$ cat src/rtl/rr_grant_encoder.sv
// Four-requester round-robin arbiter with registered grant index, bounded
// hold time and a fixed one-cycle cool-down between grant tenures.
module rr_grant_encoder #(
    parameter int MAX_HOLD = 8,
    parameter int CW       = 8
) (
    input  logic       clk,
    input  logic       rst,
    input  logic [3:0] req,
    input  logic       done,
    output logic [1:0] gnt_idx,
    output logic       gnt_valid,
    output logic       timeout,
    output logic       busy
);

    typedef enum logic [1:0] {
        IDLE  = 2'd0,
        GRANT = 2'd1,
        COOL  = 2'd2
    } state_t;

    state_t        state, state_n;
    logic [1:0]    ptr, ptr_n;
    logic [CW-1:0] hold_cnt, hold_cnt_n;
    logic [1:0]    gnt_idx_n;
    logic          gnt_valid_n;
    logic          timeout_n;

    logic [1:0]    winner;
    logic          found;
    logic [1:0]    cand;

    // Rotating priority: search starts one past the last winner, so the
    // previous owner is considered last.
    always_comb begin
        winner = ptr;
        found  = 1'b0;
        cand   = ptr;
        for (int i = 1; i <= 4; i++) begin
            cand = ptr + 2'(i);
            if (!found && req[cand]) begin
                winner = cand;
                found  = 1'b1;
            end
        end
    end

    always_comb begin
        state_n     = state;
        ptr_n       = ptr;
        hold_cnt_n  = hold_cnt;
        gnt_idx_n   = gnt_idx;
        gnt_valid_n = gnt_valid;
        timeout_n   = timeout;
        case (state)
            IDLE: begin
                if (found) begin
                    state_n     = GRANT;
                    gnt_idx_n   = winner;
                    gnt_valid_n = 1'b1;
                    ptr_n       = winner;
                    hold_cnt_n  = '0;
                end
            end
            GRANT: begin
                hold_cnt_n = hold_cnt + CW'(1);
                // done wins over the hold limit, so a coincident release is normal.
                if (done || !req[gnt_idx] || (hold_cnt == CW'(MAX_HOLD - 1))) begin
                    state_n     = COOL;
                    gnt_idx_n   = 2'b00;
                    gnt_valid_n = 1'b0;
                    hold_cnt_n  = '0;
                    timeout_n   = !done && req[gnt_idx];
                end
            end
            COOL: begin
                state_n   = IDLE;
                timeout_n = 1'b0;
            end
            default: begin
                state_n     = IDLE;
                gnt_idx_n   = 2'b00;
                gnt_valid_n = 1'b0;
                hold_cnt_n  = '0;
                timeout_n   = 1'b0;
            end
        endcase
    end

    always_ff @(posedge clk or posedge rst) begin
        if (rst) begin
            state     <= IDLE;
            ptr       <= 2'b11;
            hold_cnt  <= '0;
            gnt_idx   <= 2'b00;
            gnt_valid <= 1'b0;
            timeout   <= 1'b0;
        end else begin
            state     <= state_n;
            ptr       <= ptr_n;
            hold_cnt  <= hold_cnt_n;
            gnt_idx   <= gnt_idx_n;
            gnt_valid <= gnt_valid_n;
            timeout   <= timeout_n;
        end
    end

    assign busy = (state == GRANT) || (state == COOL);

endmodule
$ cat config.mk
export PLATFORM = sky130hd
export DESIGN_NAME = rr_grant_encoder
export DESIGN_NICKNAME = d
export VERILOG_FILES = /design/src/rtl/rr_grant_encoder.sv
export SDC_FILE = /design/constraint.sdc
export NUM_CORES = 1
export LEC_CHECK = 0
export BUFFER_PORTS_ARGS = -buffer_cell sky130_fd_sc_hd__buf_2
export CAP_MARGIN = 10
export CORE_UTILIZATION = 40
export CTS_BUF_LIST = sky130_fd_sc_hd__clkbuf_4 sky130_fd_sc_hd__clkbuf_8
export DETAILED_ROUTE_END_ITERATION = 10
export PLACE_DENSITY = 0.7
export SYNTH_ARGS = -nofsm -noshare
export SYNTH_HDL_FRONTEND = slang
export SYNTH_SLANG_ARGS = --single-unit
$ cat constraint.sdc
create_clock -name clk -period 3.4 [get_ports clk]
set_input_delay 0.17 -clock clk [delete_from_list [all_inputs] [get_ports clk]]
set_output_delay 0.17 -clock clk [all_outputs]
set_load 0.02 [all_outputs]
==> results of run 1 <==
-- per-layer routing --
metal | vias up | GRT usage | wire, um
met1 | 430 | 0.240 | 1060
li1 | 444 | - | -
met5 | - | 0 | 0
met4 | 0 | 0.0897 | 51
met2 | 16 | 0.295 | 1020
met3 | 7 | 0.0333 | 64
-- per-stage QoR --
stage                     power (mW)   util  std cells  hold WS, ns  instance area (um^2)
after floorplan                0.613      -        114       0.0823                  1110
after global placement         0.644  0.441        148        0.277                  1120
after detailed placement       0.655  0.441        148        0.294                  1120
after CTS                      0.774  0.457        153        0.323                  1160
after global routing           0.834  0.457        153        0.372                  1160
final                          0.767  0.457        153        0.329                  1160
-- cell usage after synthesis, types with 3 or more instances --
cell type | instances | area [um^2]
a21oi_1 | 7 | 35.0
a31oi_1 | 5 | 31.3
and3_1 | 3 | 18.8
buf_6 | 3 | 33.8
dfrtp_1 | 14 | 350
ha_1 | 4 | 50.1
inv_1 | 11 | 41.3
mux2i_1 | 4 | 40.0
nand2_1 | 5 | 18.8
nand2b_1 | 4 | 25.0
nand3_1 | 6 | 30.0
nand4_1 | 7 | 43.8
o21ai_0 | 7 | 35.0
o22ai_1 | 3 | 18.8
-- worst min-delay path: cells and delay by family --
| kind | cells | cell delay (ns) |
|---|---|---|
| compound gates | 1 | 0.09 |
| buf+inv | 1 | 0.14 |
| simple gates | 2 | 0.22 |
-- sequential cells by signal, indices dropped and copies added (netlist names) --
signal	cells
state	2
gnt_valid	1
hold_cnt	8
gnt_idx	2
ptr	2
timeout	1
-- power by group through the flow --
stage / logic (mW) / clock network, mW / registers, mW
6_report: 0.362 / 0.116 / 0.289
5_1_grt: 0.406 / 0.131 / 0.297
4_1_cts: 0.365 / 0.121 / 0.289
3_5_place_dp: 0.362 / 0 / 0.293
3_3_place_gp: 0.354 / 0 / 0.291
2_1_floorplan: 0.305 / 0 / 0.308
-- cell families (layout without fill, tap and decap cells) --
group / Yosys count / in the layout / share of synthesized area
mux: 5 / 5 / 0.0460
compound gates: 35 / 35 / 0.209
simple gates: 36 / 36 / 0.227
flops: 16 / 16 / 0.361
fa+ha+maj: 4 / 4 / 0.0449
buf+inv: 18 / 27 / 0.112
-- final timing paths --
check                              start     endpoint  slack (ns)
worst min-delay path              req[0]       ptr[0]        0.33
min in group asynchronous            rst  hold_cnt[6]        0.50
max in group asynchronous            rst  hold_cnt[7]        2.50
worst min register to register   timeout      timeout        0.49
worst max-delay path            state[1]     state[1]        1.23
worst max register to register  state[1]     state[1]        1.23
-- layout make-up --
type                       instances  area share
multi-input combinational         80       0.504
sequential                        16       0.346
timing repair buffer              12      0.0559
inverter                          11      0.0355
tap                               30      0.0323
clock buffer                       4      0.0258
==> summary.txt, run 1 <==
Status
  – Status: completed

Synthesis
  – Mean Syn Cell Area: 9.78 um^2
  – Syn. warnings: 0
  – Register area share after synthesis: 0.361
  – #FFs+latches synth: 16
  – Syn_nets: 125
  – Number of flops mapped to enable cells by yosys: 0
  – Post-synth cell types: 39
  – Async set or reset register ratio after synthesis: 1.00
  – Primary FF master, synth: dfrtp_1
  – Gate Count Post-Synth: 114
  – Mapped Area: 1110 um^2

CTS
  – H-tree Lvls: 1
  – Postcts setup bufs: 0
  – Clock-pin slew on the worst setup and hold paths: 0.09 ns
  – CTS Hold Buffers Added: 1
  – Clock sink count: 16
  – CTS tree: yes
  – CTS Buffer Depth: 2
  – PostCTS Resize Cnt: 0
  – CTS Buf Count: 3
  – Clock root buffer master: clkbuf_4
  – Worst-skew pair later-pin latency: 0.29 ns

Die
  – Num rows: 18
  – Top Ports: 12
  – Core ar.: 2540 um^2
  – Initial core utilization: 0.438
  – Die ar.: 3000 um^2
  – Die width: 54.8 um
  – DIE HEIGHT: 54.8 um

Setup path
  – Critical path class: reg -> reg
  – Startpoint Class: flip-flop
  – CP Capture Type: flip-flop
  – CP max FO: 20
  – Cell Chain, Critical Path: inv_1, ha_1, or3b_1, o22ai_2, a22oi_2, mux2_1
  – Top delay family on crit path: compound AO/OA/AOI/OAI gates
  – CP bufs+invs: 1
  – Worst Path Arrival: 2.35 ns
  – Crit. path cell count: 6
  – Crit-path slowest cell: o22ai_2
  – Worst EP required: 3.58 ns
  – Worst r2r path cells: 6
  – Largest stage delay on the critical path: 0.57 ns

Pwr
  – Internal power: 448 uW
  – Switch Pwr: 319 uW
  – Pwr per Cell Area: 659 nW/um^2
  – Clock share of power: 0.151
  – Lkg Pwr: 0.502 nW
  – Flop pwr share: 0.377
  – Gate power share: 0.473
  – Max VDD drop: 516 uV
  – Switching Fraction: 0.416

Route
  – Residual DRC: 0
  – Drt first-iter violations: 9
  – Initial DRT Pass Iterations: 4
  – DRT antenna net count: 0
  – Wire per inst: 14.3 um
  – Post-Route WL: 2190 um
  – Vias per cell: 5.86
  – DR vias: 897

Finish
  – Layout cells sized above 1: 0.211
  – Most frequent cells in the layout: dfrtp_1, inv_1, buf_2
  – # nets final: 135
  – Most common cell after layout, fill and taps aside: dfrtp_1
  – Diodes inserted: 0
  – Footprint of the multi-input gates: 587 um^2
  – Register area: 403 um^2
  – Area Growth Syn to Fin: 4.38%
  – # fillers: 256

Worst hold path
  – Hold Crit Class: in -> reg
  – Hold path cells: 4

Global route
  – Global-route wire length before repair: 3910 um
  – Overflow left after global routing: 0
  – Largest net degree at the start of global routing: 21
  – Vias in the first global route: 910
  – Initial antenna violation count: 0
  – All-Layer GR Usage: 0.186

STA
  – Final worst slack: 1.23 ns
  – Fmax: 461 MHz
  – Clk_skew: 0.000748 ns
  – Final min period: 2.17 ns
  – RSZ-0062 raised after global routing: false
  – Final cycle utilization of the critical path: 0.637
  – Max_slew headroom: 0.496
  – Worst-Margin Slew: 0.755 ns
  – Setup TNS: 0 ns
  – Final Hold Viols: 0
  – Slew Limit Fails: 0
  – Final-report setup violation count: 0

Placement
  – DP HPWL: 1550 um
  – Dpl ws: 1.25 ns
  – Final RePlAce weighted congestion: 0.837
  – Quantity of I/O buffers inserted on ports: 11

Run
  – Max_cap viols: 0
No activity file was read; power rests on OpenSTA's default activity.
==> inputs of run 2 (changes only) <==
- PLACE_DENSITY: 0.7 -> 0.72
- clock period: 3.4 -> 1.8 ns (I/O delays scaled with it)
==> summary.txt, run 2 (synthesis gave the netlist of run 1 again) <==
Setup path
  – Worst Path Arrival: 2.02 ns
  – CP Capture Type: flip-flop
  – Worst R2R End: state[1]
  – R2R setup slack: -0.04 ns
  – CP max FO: 5
  – Startpoint Class: flip-flop
  – CP bufs+invs: 2
  – Crit-path slowest cell: dfrtp_1
  – Reg-to-Reg Start: state[1]
  – Critical path class: reg -> reg
  – Largest stage delay on the critical path: 0.41 ns
  – Top delay family on crit path: flip-flops
  – Worst r2r path cells: 7
  – Cell Chain, Critical Path: inv_2, ha_4, or3b_4, o22ai_4, buf_12, a22oi_2, mux2_4
  – Worst EP required: 1.98 ns

Placement
  – DP HPWL: 1690 um
  – Quantity of I/O buffers inserted on ports: 11
  – Placed Cells: 153
  – Final RePlAce weighted congestion: 0.865

STA
  – RSZ-0062 raised after global routing: true
  – Worst-Margin Slew: 0.612 ns
  – Final min period: 1.84 ns
  – Final-report setup violation count: 8
  – Final Hold Viols: 0
  – Fmax: 542 MHz
  – Clk_skew: 0.00154 ns
  – Final worst slack: -0.0433 ns
  – Slew Limit Fails: 0
  – Max_slew headroom: 0.592
  – Final cycle utilization of the critical path: 1.02

CTS
  – Clock root buffer master: clkbuf_4
  – CTS Buffer Depth: 2
  – Clock sink count: 16
  – CTS Buf Count: 3
  – CTS tree: yes
  – Worst-skew pair later-pin latency: 0.28 ns
  – Clock-pin slew on the worst setup and hold paths: 0.09 ns
  – H-tree Lvls: 1

Finish
  – Max reg flops: 8
  – # nets final: 147
  – Area Growth Syn to Fin: 21.9%
  – Most common cell after layout, fill and taps aside: dfrtp_1
  – Reg with most FFs: hold_cnt
  – Most frequent cells in the layout: dfrtp_1, buf_2, inv_1
  – Count of non-filler cells in the finished layout: 165
  – Layout cells sized above 1: 0.333
  – Diodes inserted: 0
  – Final Core Density: 0.534

Route
  – Initial DRT Pass Iterations: 4
  – Wire per inst: 15.5 um
  – DR vias: 961
  – Drt first-iter violations: 30
  – Residual DRC: 0
  – Post-Route WL: 2560 um
  – Vias per cell: 5.82
  – DRT antenna net count: 0

Die
  – Die width: 54.8 um
  – Initial core utilization: 0.438
  – Core ar.: 2540 um^2
  – Die ar.: 3000 um^2
  – DIE HEIGHT: 54.8 um
  – Top Ports: 12
  – Num rows: 18

Worst hold path
  – Worst hold path startpoint: req[0]
  – Hold path cells: 4
  – Hold Crit Class: in -> reg
  – Hold endpoint: ptr[0]

Global route
  – All-Layer GR Usage: 0.179
  – Initial antenna violation count: 0
  – Vias in the first global route: 853
  – Overflow left after global routing: 0
  – Global-route wire length before repair: 3730 um
  – Largest net degree at the start of global routing: 20

Pwr
  – Power, Total: 1.69 mW
  – Pwr per Cell Area: 1250 nW/um^2
  – Max VDD drop: 729 uV
  – Lkg Pwr: 0.590 nW

Status
  – Failing checks: setup timing
  – Status: complete, but fails checks

Run
  – Max_cap viols: 0
-- run 2: cell count changes in the layout (fill, tap and decap cells not counted), sizes merged --
| cell | before | now |
|---|---|---|
| buf | 11 | 21 |
| clkbuf | 4 | 6 |
-- run 2: power by group --
part           switching [mW]  internal, mW  total (mW)
clock                   0.113         0.101       0.214
combinational           0.473         0.437       0.910
sequential              0.101         0.468       0.568
total                   0.687          1.01        1.69
-- run 2: metal layers --
layer / part of all wire / up-vias / GRT usage
met3: 0.025 / 4 / 0.0278
met2: 0.49 / 19 / 0.281
li1: - / 465 / -
met5: 0 / - / 0
met4: 0.012 / 0 / 0.103
met1: 0.47 / 473 / 0.229
-- run 2: how the worst max path moves through the flow --
| stage | startpoint | end | slack (ns) | cells after the start |
|---|---|---|---|---|
| final | state[1] | state[1] | -0.04 | 7 |
| after detailed placement | state[1] | hold_cnt[0] | -0.01 | 7 |
| after floorplan | state[1] | hold_cnt[5] | 0.18 | 8 |
| after CTS | state[1] | gnt_valid | 0.002 | 7 |
| after global routing | state[1] | hold_cnt[4] | -0.11 | 8 |
| after global placement | state[1] | timeout | 0.10 | 7 |
-- run 2: final cells by class --
type / instances / area, um^2
multi-input cells: 80 / 628
repair buffers: 24 / 219
flip-flops and latches: 16 / 403
inverters: 11 / 41.3
clock buffers: 4 / 30.0
well taps: 30 / 37.5
fillers: 234 / 1190
-- run 2: worst min-delay path, cell delays in order --
cell and delay (ns):
buf_2 0.14, nor4_4 0.08, nor2b_1 0.14, o21ai_0 0.09
-- run 2: what timing repair did --
| action | CTS | global route |
|---|---|---|
| endpoints found under the hold margin | 14 | 0 |
| setup buffers | 0 | 4 |
| endpoints found under the setup margin | 3 | 11 |
| gates cloned | 0 | 3 |
| pin swaps | 0 | 6 |
| gates resized for setup | 3 | 9 |
| hold buffers | 1 | 0 |
-- run 2: per-stage QoR --
step | cell area, um^2 | setup TNS, ns | setup WS, ns | hold WS, ns
5_1_grt | 1360 | -1.01 | -0.113 | 0.273
3_5_place_dp | 1170 | -0.0122 | -0.0122 | 0.195
6_report | 1360 | -0.166 | -0.0433 | 0.262
3_3_place_gp | 1170 | 0 | 0.101 | 0.190
2_1_floorplan | 1110 | 0 | 0.177 | 0.00231
4_1_cts | 1230 | 0 | 0.00165 | 0.249
